$ cat config.mk
export PLATFORM = sky130hd
export DESIGN_NAME = l3_arbiter
export DESIGN_NICKNAME = d
export VERILOG_FILES = /design/src/rtl/l3_arbiter.sv
export SDC_FILE = /design/constraint.sdc
export NUM_CORES = 1
export LEC_CHECK = 0
export BUFFER_PORTS_ARGS = -buffer_cell sky130_fd_sc_hd__buf_4
export CAP_MARGIN = 20
export CORE_UTILIZATION = 45
export CTS_CLUSTER_SIZE = 8
export DETAILED_ROUTE_END_ITERATION = 8
export HOLD_SLACK_MARGIN = 0.05
export PLACE_DENSITY = 0.78
export SYNTH_ARGS = -nofsm -noshare
export SYNTH_HDL_FRONTEND = slang
export SYNTH_SLANG_ARGS = --single-unit
$ cat constraint.sdc
create_clock -name clk -period 6.3 [get_ports clk]
set_input_delay 0.945 -clock clk [delete_from_list [all_inputs] [get_ports clk]]
set_output_delay 0.945 -clock clk [all_outputs]
set_load 0.05 [all_outputs]
$ cat src/rtl/l3_arbiter.sv
// Round-robin arbiter sharing one L3 cache port between up to four cores.
// One transaction is outstanding at a time; a stuck L3 response is aborted after TIMEOUT cycles.
module l3_arbiter #(
    parameter int unsigned NUM_CORES  = 4,
    parameter int unsigned ADDR_WIDTH = 8,
    parameter int unsigned DATA_WIDTH = 8,
    parameter int unsigned TIMEOUT    = 64
) (
    input  logic                             clk,
    input  logic                             rst,
    input  logic [NUM_CORES*ADDR_WIDTH-1:0]  core_addr,
    input  logic [NUM_CORES-1:0]             core_read_enable,
    input  logic [NUM_CORES-1:0]             core_write_enable,
    input  logic [NUM_CORES*DATA_WIDTH-1:0]  core_write_data,
    output logic [DATA_WIDTH-1:0]            core_read_data,
    output logic [NUM_CORES-1:0]             core_valid,
    output logic                             core_error,
    output logic                             core_ready,
    output logic [ADDR_WIDTH-1:0]            l3_addr,
    output logic                             l3_read_enable,
    output logic                             l3_write_enable,
    output logic [DATA_WIDTH-1:0]            l3_write_data,
    input  logic [DATA_WIDTH-1:0]            l3_read_data,
    input  logic                             l3_valid,
    input  logic                             l3_ready,
    output logic [1:0]                       grant_id,
    output logic                             busy
);

    localparam int unsigned TW = $clog2(TIMEOUT);

    typedef enum logic [1:0] {
        S_IDLE,
        S_ISSUE,
        S_WAIT,
        S_RESP
    } state_t;

    state_t r_state;
    state_t w_next;

    logic [1:0]            r_last;
    logic [1:0]            r_grant;
    logic [ADDR_WIDTH-1:0] r_addr;
    logic [DATA_WIDTH-1:0] r_wdata;
    logic                  r_cmd_wr;
    logic [DATA_WIDTH-1:0] r_rdata;
    logic                  r_err;
    logic [TW-1:0]         r_timer;

    // Per-core views padded to four entries so a 2-bit index is always in range.
    logic [3:0]            w_req4;
    logic [3:0]            w_wr4;
    logic [ADDR_WIDTH-1:0] w_addr_arr  [4];
    logic [DATA_WIDTH-1:0] w_wdata_arr [4];

    logic [1:0]            w_scan;
    logic [1:0]            w_pick;
    logic                  w_any;
    logic                  w_timeout;
    logic [3:0]            w_onehot;

    for (genvar g = 0; g < 4; g++) begin : g_core
        if (g < NUM_CORES) begin : g_live
            assign w_req4[g]      = core_read_enable[g] | core_write_enable[g];
            assign w_wr4[g]       = core_write_enable[g];
            assign w_addr_arr[g]  = core_addr[g*ADDR_WIDTH +: ADDR_WIDTH];
            assign w_wdata_arr[g] = core_write_data[g*DATA_WIDTH +: DATA_WIDTH];
        end else begin : g_pad
            assign w_req4[g]      = 1'b0;
            assign w_wr4[g]       = 1'b0;
            assign w_addr_arr[g]  = '0;
            assign w_wdata_arr[g] = '0;
        end
    end

    function automatic logic [1:0] f_next(input logic [1:0] cur);
        f_next = (cur == 2'(NUM_CORES - 1)) ? 2'd0 : cur + 2'd1;
    endfunction

    // Scan starts one past the last winner and wraps modulo NUM_CORES.
    always_comb begin
        w_any  = 1'b0;
        w_pick = r_last;
        w_scan = r_last;
        for (int unsigned k = 0; k < NUM_CORES; k++) begin
            w_scan = f_next(w_scan);
            if (!w_any && w_req4[w_scan]) begin
                w_any  = 1'b1;
                w_pick = w_scan;
            end
        end
    end

    assign w_timeout = (r_state == S_WAIT) && !l3_valid && (r_timer == TW'(TIMEOUT - 1));

    always_ff @(posedge clk or negedge rst) begin
        if (!rst) begin
            r_state <= S_IDLE;
        end else begin
            r_state <= w_next;
        end
    end

    always_comb begin
        w_next = r_state;
        case (r_state)
            S_IDLE:  if (w_any)                 w_next = S_ISSUE;
            S_ISSUE: if (l3_ready)              w_next = S_WAIT;
            S_WAIT:  if (l3_valid || w_timeout) w_next = S_RESP;
            S_RESP:                             w_next = S_IDLE;
            default:                            w_next = S_IDLE;
        endcase
    end

    assign w_onehot = 4'b0001 << r_grant;

    always_comb begin
        core_ready      = 1'b0;
        busy            = 1'b1;
        l3_read_enable  = 1'b0;
        l3_write_enable = 1'b0;
        core_valid      = '0;
        core_error      = 1'b0;
        case (r_state)
            S_IDLE: begin
                core_ready = 1'b1;
                busy       = 1'b0;
            end
            S_ISSUE: begin
                l3_read_enable  = !r_cmd_wr;
                l3_write_enable = r_cmd_wr;
            end
            S_RESP: begin
                core_valid = w_onehot[NUM_CORES-1:0];
                core_error = r_err;
            end
            default: ;
        endcase
    end

    always_ff @(posedge clk or negedge rst) begin
        if (!rst) begin
            r_last   <= 2'(NUM_CORES - 1);
            r_grant  <= '0;
            r_addr   <= '0;
            r_wdata  <= '0;
            r_cmd_wr <= 1'b0;
            r_rdata  <= '0;
            r_err    <= 1'b0;
            r_timer  <= '0;
        end else begin
            case (r_state)
                S_IDLE: begin
                    if (w_any) begin
                        r_grant  <= w_pick;
                        r_addr   <= w_addr_arr[w_pick];
                        r_wdata  <= w_wdata_arr[w_pick];
                        r_cmd_wr <= w_wr4[w_pick];
                    end
                end
                S_ISSUE: begin
                    if (l3_ready) begin
                        r_timer <= '0;
                    end
                end
                S_WAIT: begin
                    if (l3_valid) begin
                        r_rdata <= l3_read_data;
                        r_err   <= 1'b0;
                    end else if (w_timeout) begin
                        r_rdata <= '0;
                        r_err   <= 1'b1;
                    end else begin
                        r_timer <= r_timer + 1'b1;
                    end
                end
                S_RESP: begin
                    r_last <= r_grant;
                end
                default: ;
            endcase
        end
    end

    assign grant_id       = r_grant;
    assign core_read_data = r_rdata;
    assign l3_addr        = r_addr;
    assign l3_write_data  = r_wdata;

    a_valid_onehot: assert property (@(posedge clk) disable iff (!rst) $onehot0(core_valid));
    a_single_cmd:   assert property (@(posedge clk) disable iff (!rst) !(l3_read_enable && l3_write_enable));

endmodule

# --- Word level (Yosys, flattened, before mapping) ---
# Cells that the tools add are included.
totals:
  wordCells: 103
  output_inout_bits: 35
  latchBits: 0
  romBits: 0
  ram_bits: 0
  in_bits: 84
  mem_count: 0
  reg_bits: 38
classes:
  n_lt_le_gt_ge: 6
  div_mod_pow: 0
  n_mul: 0
  add_sub_neg: 5
  shift: 1
  n_bitwise: 5
  eq_ne: 13
  n_mux: 46
  n_reduce_logical: 18
op_table:
  columns: ["operator", "count"]
  rows:
  - ["8-bit two-way mux", 6]
  - ["8-bit binary-select mux with 2-bit select", 2]
  - ["2-bit two-way mux", 11]
  - ["6-bit two-way mux", 3]
  - ["1-bit two-way mux", 16]
  - ["2-bit by 3-bit < comparator with 1-bit output, second input constant", 5]
  - ["2-bit == test, second input constant", 6]
  - ["6-bit one-hot mux with 2 select lines", 1]
  - ["1-bit binary-select mux with 2-bit select", 5]
  - ["2-bit by 1-bit adder with 2-bit output, second input constant", 4]
  - ["2-bit != test, second input constant", 4]
  - ["2-bit one-hot mux with 4 select lines", 1]
  - ["6-bit by 1-bit adder with 6-bit output, second input constant", 1]
  - ["6-bit == test, second input constant", 1]
  - ["1-bit logical AND", 5]
  - ["1-bit logical NOT", 5]
  - ["4-bit two-way mux", 1]
  - ["1-bit bitwise OR", 4]
  - ["2-bit AND reduction", 2]
  - ["4-bit AND reduction", 1]
  - ["2-bit nonzero test", 2]
  - ["1-bit by 2-bit << shifter with 4-bit output, first input constant", 1]
  - ["3-bit >= comparator, second input constant", 1]
  - ["2-bit NOT with 3-bit output", 1]
  - ["5 further kinds", 5]

# --- Depth between registers and ports, before layout ---
# Gate-level depths: netlist of the first run.
logic_depth:
  ltp_word: 18
  depth_mapped: 10
  mapped_depth_nobuf: 9

# --- Worst setup path before layout of the first run ---
# Ideal clock, no wire load.
synth_timing:
  kind: "reg-to-output"
  startpoint: "register r_grant[1] (netlist: grant_id[1])"
  endpoint: "output port core_valid[0]"
  n_path_buf: 0
  stages_incl_launch_ff: 2
  t_arrival_ns: 1.820
  t_required_ns: 5.355
  path_slack_ns: 3.535
  cell_sequence: "dfrtp_1 > nor3b_1"
synth_via:
  elab_chain_len: 2
synth_rtl:
  columns: ["item", "line_no", "rtl"]
  rows:
  - ["start, declared", "43", "logic [1:0] r_grant;"]
  - ["start signal, assigned", "156", "r_grant <= w_pick;"]
  - ["1-bit by 2-bit << shifter with 4-bit output", "116", "assign w_onehot = 4'b0001 << r_grant;"]
  - ["4-bit two-way mux", "125", "case (r_state)"]
  - ["end, declared", "16", "output logic [NUM_CORES-1:0] core_valid,"]
# No other way between the ends.

# --- Final worst setup path of the first run ---
layout_timing:
  startpoint: "input port core_write_enable[3]"
  endpoint: "register r_addr[5] (netlist: l3_addr[5])"
layout_via:
  elab_chain_len: 17
  word_cells_on_any_way: 28
  cone_classes: "mux: 19; bitwise: 2; reduce/logical: 7"
layout_rtl:
  columns: ["item", "line_no", "rtl"]
  rows:
  - ["start, declared", "13", "input logic [NUM_CORES-1:0] core_write_enable,"]
  - ["1-bit bitwise OR *", "65", "assign w_req4[g] = core_read_enable[g] | core_write_enable[g];"]
  - ["1-bit binary-select mux with 2-bit select", "88", "if (!w_any && w_req4[w_scan]) begin"]
  - ["1-bit two-way mux (not written as such)", "88", null]
  - ["1-bit two-way mux", "88", null]
  - ["1-bit logical NOT", "88", null]
  - ["1-bit logical AND", "88", null]
  - ["1-bit two-way mux", "88", null]
  - ["1-bit logical NOT", "88", null]
  - ["1-bit logical AND", "88", null]
  - ["1-bit two-way mux", "88", null]
  - ["1-bit logical NOT", "88", null]
  - ["1-bit logical AND", "88", null]
  - ["2-bit two-way mux", "88", null]
  - ["2-bit NOT with 3-bit output (not written as such)", "157", "r_addr <= w_addr_arr[w_pick];"]
  - ["8-bit binary-select mux with 2-bit select", "157", null]
  - ["8-bit two-way mux (not written as such) (2 in series)", "157", null]
  - ["end signal, assigned", "157", null]
  - ["end, declared", "44", "logic [ADDR_WIDTH-1:0] r_addr;"]
# Mark *: on every way between the ends. The rest lies on a longest branch, timed or not. The select of a mux whose other input is x is not followed.
# A chain may end at the register's enable or synchronous reset.

==> run_results.csv, run 1 <==
group,metric,value,unit
run_status,run_status,"completed",
pwr,p_leak,1.77,nW
place,gp_congestion,0.933,
cts,cts_sinks,38,
floorplan,dieHeight,77.1,µm
worst_setup_path,path_class,"input port to flip-flop",
grt,grt_pass1_wl,11.9,mm
worst_setup_path,arrival,3350,ps
worst_setup_path,worst_path_largest_cell_delay,670,ps
logic_synthesis,yosysUniqueCellTypes,53,
pwr,p_total,2.06,mW
cells_and_area,area.growth.synth_to_final,41.7,%
cells_and_area,drive_above_1_share,38.6,%
cts,postCtsHoldBufs,0,
route,ant_nets,0,
logic_synthesis,synth_top_area_share,35.5,%
sta,finClkSkew,4.58,ps
worst_setup_path,rr_startpoint,"r_last[0]",
cts,post_cts_resized,0,
logic_synthesis,synth.most_common_cell,"dfrtp_1",
cells_and_area,num_antenna_cells,0,
logic_synthesis,synth_edf_count,0,
worst_setup_path,path_cells,"buf_4 -> nor4_1 -> a21oi_1 -> o221ai_2 -> a21oi_4 -> buf_12 -> a221oi_1 -> o221ai_1",
logic_synthesis,synth.avg_cell_area,9.72,µm²
cells_and_area,multi_input_area,1470,µm²
logic_synthesis,synth_flop_cell,"dfrtp_1",
worst_hold_path,hold_class,"flip-flop to flip-flop",
place,pre_cts_slack,2420,ps
job,cap_violations,0,
worst_setup_path,ff2ff_path_depth,8,
route,wl_per_cell,16.8,µm
cells_and_area,nets,463,
sta,hold_viol_final,0,
sta,clock.fmax,311,MHz
cts,root_buffer,"clkbuf_8",
route,drt_first_pass_iters,5,
worst_setup_path,crit_path_end_kind,"flip-flop",
cts,tritoncts,"built",
grt,track_usage,25.1,%
route,postRouteWirelength,7.44,mm
worst_setup_path,r2r_setup_slack,3140,ps
worst_hold_path,worstHoldStart,"r_err",
worst_hold_path,worstHoldEndpoint,"r_err",
pwr,powerDensity,574,nW/µm²
grt,antenna_found_initial,0,
worst_setup_path,path_buf_inv,2,
grt,grt_pass1_vias,2563,
route,vias,2595,
sta,worst_slack,3090,ps
logic_synthesis,ys_async_sr_fraction,100,%
cts,clockBufferDepth,2,
worst_setup_path,path_max_fanout,28,
logic_synthesis,synth_top_cell_by_area,"dfrtp_1",
cts,clk_pin_slew,80,ps
logic_synthesis,netlist_area,2540,µm²
sta,setup_viol,0,
sta,worst_slew_pin_slew,805,ps
sta,relSlewSlack,46.4,%
place,placed_cell_area,3430,µm²
sta,slew_viol_final,0,
floorplan,rows,26,
route,vias_per_cell,5.86,
logic_synthesis,synthTopCellsByArea,"dfrtp_1 (36%), mux2i_1 (7.5%), o221ai_1 (5.9%)",
worst_hold_path,whs_path_depth,1,
worst_setup_path,cp.required,6440,ps
sta,period_minus_slack,3210,ps
cells_and_area,fill_cells,433,
floorplan,initial_core_util,48.1,%
place,place_hpwl,5.42,mm
cts,cts_made_buffers,5,
worst_setup_path,slowest_stage,"o221ai_2",
sta,whs,493,ps
sta,rsz0062_at_grt,"no",
grt,grt_max_degree,39,
floorplan,ioPinCount,119,
cts,cts_setup_buffers,0,
route,detail_route.iter0.violations,106,
worst_setup_path,critical_path.top_delay_family,"compound AO/OA/AOI/OAI gates",
cells_and_area,seq_area,953,µm²
logic_synthesis,postSynthCellCount,261,
sta,tns,0,ps
floorplan,core,5270,µm²
logic_synthesis,ys_warn_count,0,
pwr,ir_drop,0.000335,V
logic_synthesis,synth_fp_nets,352,
floorplan,die-area,5940,µm²
cts,clock_latency,280,ps
logic_synthesis,synth_common_cells,"dfrtp_1 (36), nand2_1 (30), and3_1 (19), mux2i_1 (19), nor2_1 (18)",
worst_setup_path,start_kind,"input port",
logic_synthesis,ys_ff_latch,38,
grt,grt_overflow,0,
sta,finalCritPeriodShare,51.0,%
floorplan,die_w,77.1,µm
route,drc,0,
cells_and_area,fin_area,3590,µm²
cts,htree_num_levels,2,
place,port_buffers,118,
worst_setup_path,r2r-end,"l3_addr[5]",
logic_synthesis,seq_area_frac_synth,37.6,%
stage by stage:
| stage | util [%] | cells |
|---|---|---|
| 2_1_floorplan | - | 261 |
| 3_3_place_gp | 65.1 | 434 |
| 3_5_place_dp | 65.1 | 434 |
| 4_1_cts | 67.8 | 442 |
| 5_1_grt | 68.2 | 443 |
| 6_report | 68.2 | 443 |
sequential cells by signal, summed over array words and instances (netlist names):
name            flops
l3_addr             8
r_cmd_wr            1
core_read_data      8
l3_write_data       8
r_state             2
grant_id            2
r_last              2
r_timer             6
r_err               1
cells by family after synthesis:
kind of cell	count (synthesis)	synth area share (%)
and+or+nand+nor	98	20.5
AOI/OAI and AO/OA	70	24.3
DFF	38	37.6
buffers and inverters	23	4.44
muxes	21	8.38
adders and majority gates	7	3.45
xor gates and xnor gates	4	1.38
power by group:
| part | switching [mW] | total (mW) | internal [mW] |
|---|---|---|---|
| combinational | 0.851 | 1.36 | 0.504 |
| clock | 0.0885 | 0.257 | 0.169 |
| sequential | 0.0905 | 0.450 | 0.359 |
final cells by class:
type | instances | area share, %
clock buffers | 6 | 2.30
clock inverters | 2 | 1.67
inverters | 7 | 0.731
multi-input cells | 200 | 40.9
flip-flops and latches | 38 | 26.5
well taps | 70 | 2.44
repair buffers | 120 | 25.4
per-layer routing:
layer	global-route usage [%]	vias to the layer above	part of all wire (%)
li1	-	1233	-
met1	31.6	1206	42
met2	43.3	141	49
met3	4.64	15	7.2
met4	7.74	0	1.6
met5	0	-	0
layout by cell type (no fill, tap or decap), types with 2 or more instances in the layout:
| cell type | n |
|---|---|
| buf_4 | 119 |
| dfrtp_1 | 36 |
| nand2_1 | 30 |
| and3_1 | 19 |
| mux2i_1 | 19 |
| nor2_1 | 18 |
| o221ai_1 | 17 |
| a221oi_1 | 14 |
| a22o_1 | 9 |
| inv_1 | 7 |
| ha_1 | 7 |
| clkbuf_8 | 6 |
| nand4_1 | 5 |
| o21ai_0 | 5 |
| or3_1 | 4 |
| a221oi_2 | 4 |
| xor2_1 | 4 |
| and2_1 | 3 |
| nor2b_1 | 3 |
| nor4_1 | 3 |
| a21oi_1 | 3 |
| or2_1 | 2 |
| o22ai_1 | 2 |
| nand3_1 | 2 |
| mux2_2 | 2 |
| bufinv_16 | 2 |
| dfstp_2 | 2 |
worst max-delay path by stage:
stage	cells past startpoint	slack, ps	startpoint	endpoint
2_1_floorplan	1	3530	grant_id[1]	core_valid[0]
3_3_place_gp	8	2560	core_write_enable[2]	l3_addr[5]
3_5_place_dp	8	2420	core_write_enable[2]	l3_addr[5]
4_1_cts	8	2740	core_write_enable[2]	l3_addr[7]
5_1_grt	8	2980	r_last[0]	l3_write_data[6]
6_report	8	3090	core_write_enable[3]	l3_addr[5]
Note: power is estimated with default switching activity, not from simulation.
==> inputs of run 2 (changes only) <==
Clock period 6.3 ns to 3.1 ns, I/O delays scaled along.
==> run 2 against run 1 <==
Net effect:
- utilization rose by 0.24 points
- global-route usage is 0.94 points higher
- non-clock buffer count is 4 higher
- hold slack worse by 360 ps
- sequential cell count stayed put
- clock power grew 98%
- clock skew down 0.72 ps
- count of clock-buffer cells in the layout down 1
- die area is the same
- worst setup slack got worse by 2800 ps
- via count increased by 1.5%
- critical path type is now flip-flop to flip-flop
- critical endpoint is now r_cmd_wr
- largest cell class unchanged
- largest power group unchanged
==> run_results.csv, run 2 (synthesis results as in run 1) <==
group,metric,value,unit
pwr,powerDensity,1170,nW/µm²
worst_setup_path,cp.required,3290,ps
place,placed_cell_area,3470,µm²
worst_setup_path,r2r-end,"r_cmd_wr",
grt,grt_overflow,0,
route,ant_nets,0,
cells_and_area,drive_above_1_share,39.3,%
pwr,ir_drop,0.000630,V
worst_setup_path,crit_path_end_kind,"flip-flop",
grt,grt_pass1_vias,2529,
cells_and_area,final_cell_mix,"buf_4 (124), dfrtp_1 (36), nand2_1 (30), and3_1 (19), mux2i_1 (19)",
place,dp.cells,439,
floorplan,initial_core_util,48.1,%
place,pre_cts_slack,320,ps
route,detail_route.iter0.violations,194,
cells_and_area,multi_input_area,1470,µm²
pwr,p_comb_share,66.1,%
place,place_hpwl,5.66,mm
pwr,p_total,4.21,mW
cells_and_area,fill_cells,441,
pwr,seqPwrFrac,21.7,%
cts,postCtsHoldBufs,0,
route,postRouteWirelength,7.55,mm
route,wl_per_cell,16.9,µm
worst_setup_path,path_max_fanout,18,
pwr,p_leak,1.78,nW
job,cap_violations,0,
floorplan,ioPinCount,119,
route,drt_first_pass_iters,5,
grt,grt_pass1_wl,12.3,mm
worst_setup_path,path_cells,"ha_1 -> nor2_1 -> or3_1 -> a31oi_1 -> or3_1 -> nand4_2 -> o221ai_1",
worst_setup_path,ff2ff_path_depth,7,
route,drc,0,
sta,relSlewSlack,57.0,%
place,gp_congestion,0.963,
cts,tritoncts,"built",
cts,htree_num_levels,2,
cells_and_area,seq_area,953,µm²
grt,track_usage,26.0,%
sta,slew_viol_final,0,
cts,cts_made_buffers,5,
worst_setup_path,rr_startpoint,"r_last[0]",
sta,finClkSkew,3.86,ps
cells_and_area,fin_util,68.4,%
worst_setup_path,path_common_cell,"or3_1",
cells_and_area,fin_area,3610,µm²
worst_setup_path,arrival,3040,ps
cells_and_area,nets,467,
pwr,swShare,50.4,%
route,vias,2635,
grt,antenna_found_initial,0,
sta,tns,0,ps
cts,cts_setup_buffers,0,
cells_and_area,area.growth.synth_to_final,42.2,%
worst_setup_path,start_kind,"flip-flop",
grt,use_met2,42.0,%
cells_and_area,fin_cells,447,
grt,grt_max_degree,39,
sta,hold_viol_final,0,
cts,root_buffer,"clkbuf_8",
cts,clockBufferDepth,2,
worst_setup_path,slowest_stage,"dfstp_2",
sta,whs,128,ps
floorplan,die_w,77.1,µm
grt,grt.busiest_layer,"met2",
worst_setup_path,path_class,"flip-flop to flip-flop",
route,vias_per_cell,5.89,
sta,clock.fmax,351,MHz
grt,met3_usage,5.71,%
cts,clk_pin_slew,80,ps
cts,post_cts_resized,0,
worst_setup_path,r2r_setup_slack,250,ps
sta,period_minus_slack,2850,ps
floorplan,dieHeight,77.1,µm
sta,worst_slew_pin_slew,640,ps
sta,setup_viol,0,
place,port_buffers,118,
sta,worst_slack,254,ps
pwr,pwr-share-clk,12.1,%
cts,clock_latency,290,ps
worst_setup_path,worst_path_largest_cell_delay,640,ps
worst_hold_path,hold_class,"input port to async pin",
pwr,power.switching,2.12,mW
cts,cts_sinks,38,
cells_and_area,final_common_cell,"buf_4",
floorplan,rows,26,
run_status,run_status,"completed",
sta,rsz0062_at_grt,"no",
floorplan,die-area,5940,µm²
sta,finalCritPeriodShare,91.8,%
cells_and_area,num_antenna_cells,0,
grt,grtUsageMet1,34.1,%
pwr,p_int,2.08,mW
floorplan,core,5270,µm²
run 2: changes by cell type in the layout (fill, tap and decap cells not counted):
| cell | change |
|---|---|
| buf_4 | +5 |
| buf_12 | -1 |
| clkbuf_8 | -1 |
| clkinv_4 | +1 |
run 2: layout make-up:
type,count,area share [%]
Clock buffer,5,1.91
Sequential cell,38,26.4
Timing Repair Buffer,124,25.8
Tap cell,70,2.43
Inverter,7,0.728
Clock inverter,3,1.91
Multi-Input combinational cell,200,40.8
run 2: critical path, delay by kind of cell (launching register included):
kind                       cells  cell delay [ps]
and+or+nand+nor                4             1100
AOI/OAI and AO/OA              2              620
adders and majority gates      1              370
DFF                            1              640
run 2: power groups by stage:
| stage | registers [mW] | clock network [mW] | logic (mW) |
|---|---|---|---|
| floorplan | 1.42 | 0 | 1.54 |
| CTS | 0.913 | 0.519 | 2.78 |
| global route | 0.943 | 0.535 | 3.00 |
| detailed placement | 0.915 | 0 | 2.78 |
| global placement | 0.914 | 0 | 2.73 |
| finish | 0.915 | 0.510 | 2.78 |
run 2: how the worst max path moves through the flow:
stage               startpoint                to  slack [ps]  cells past startpoint
floorplan           r_state[0]  l3_write_data[6]         720                      7
global placement     r_last[0]        l3_addr[5]         400                      9
detailed placement   r_last[0]          r_cmd_wr         320                      7
CTS                  r_last[0]          r_cmd_wr         280                      7
global route         r_last[0]  l3_write_data[6]          50                      7
finish               r_last[0]          r_cmd_wr         250                      7
run 2: per-layer routing:
metal,share of wire (%),wire length (µm)
met5,0,0
met4,2.3,177
met3,7.6,570
met2,47,3580
met1,43,3220
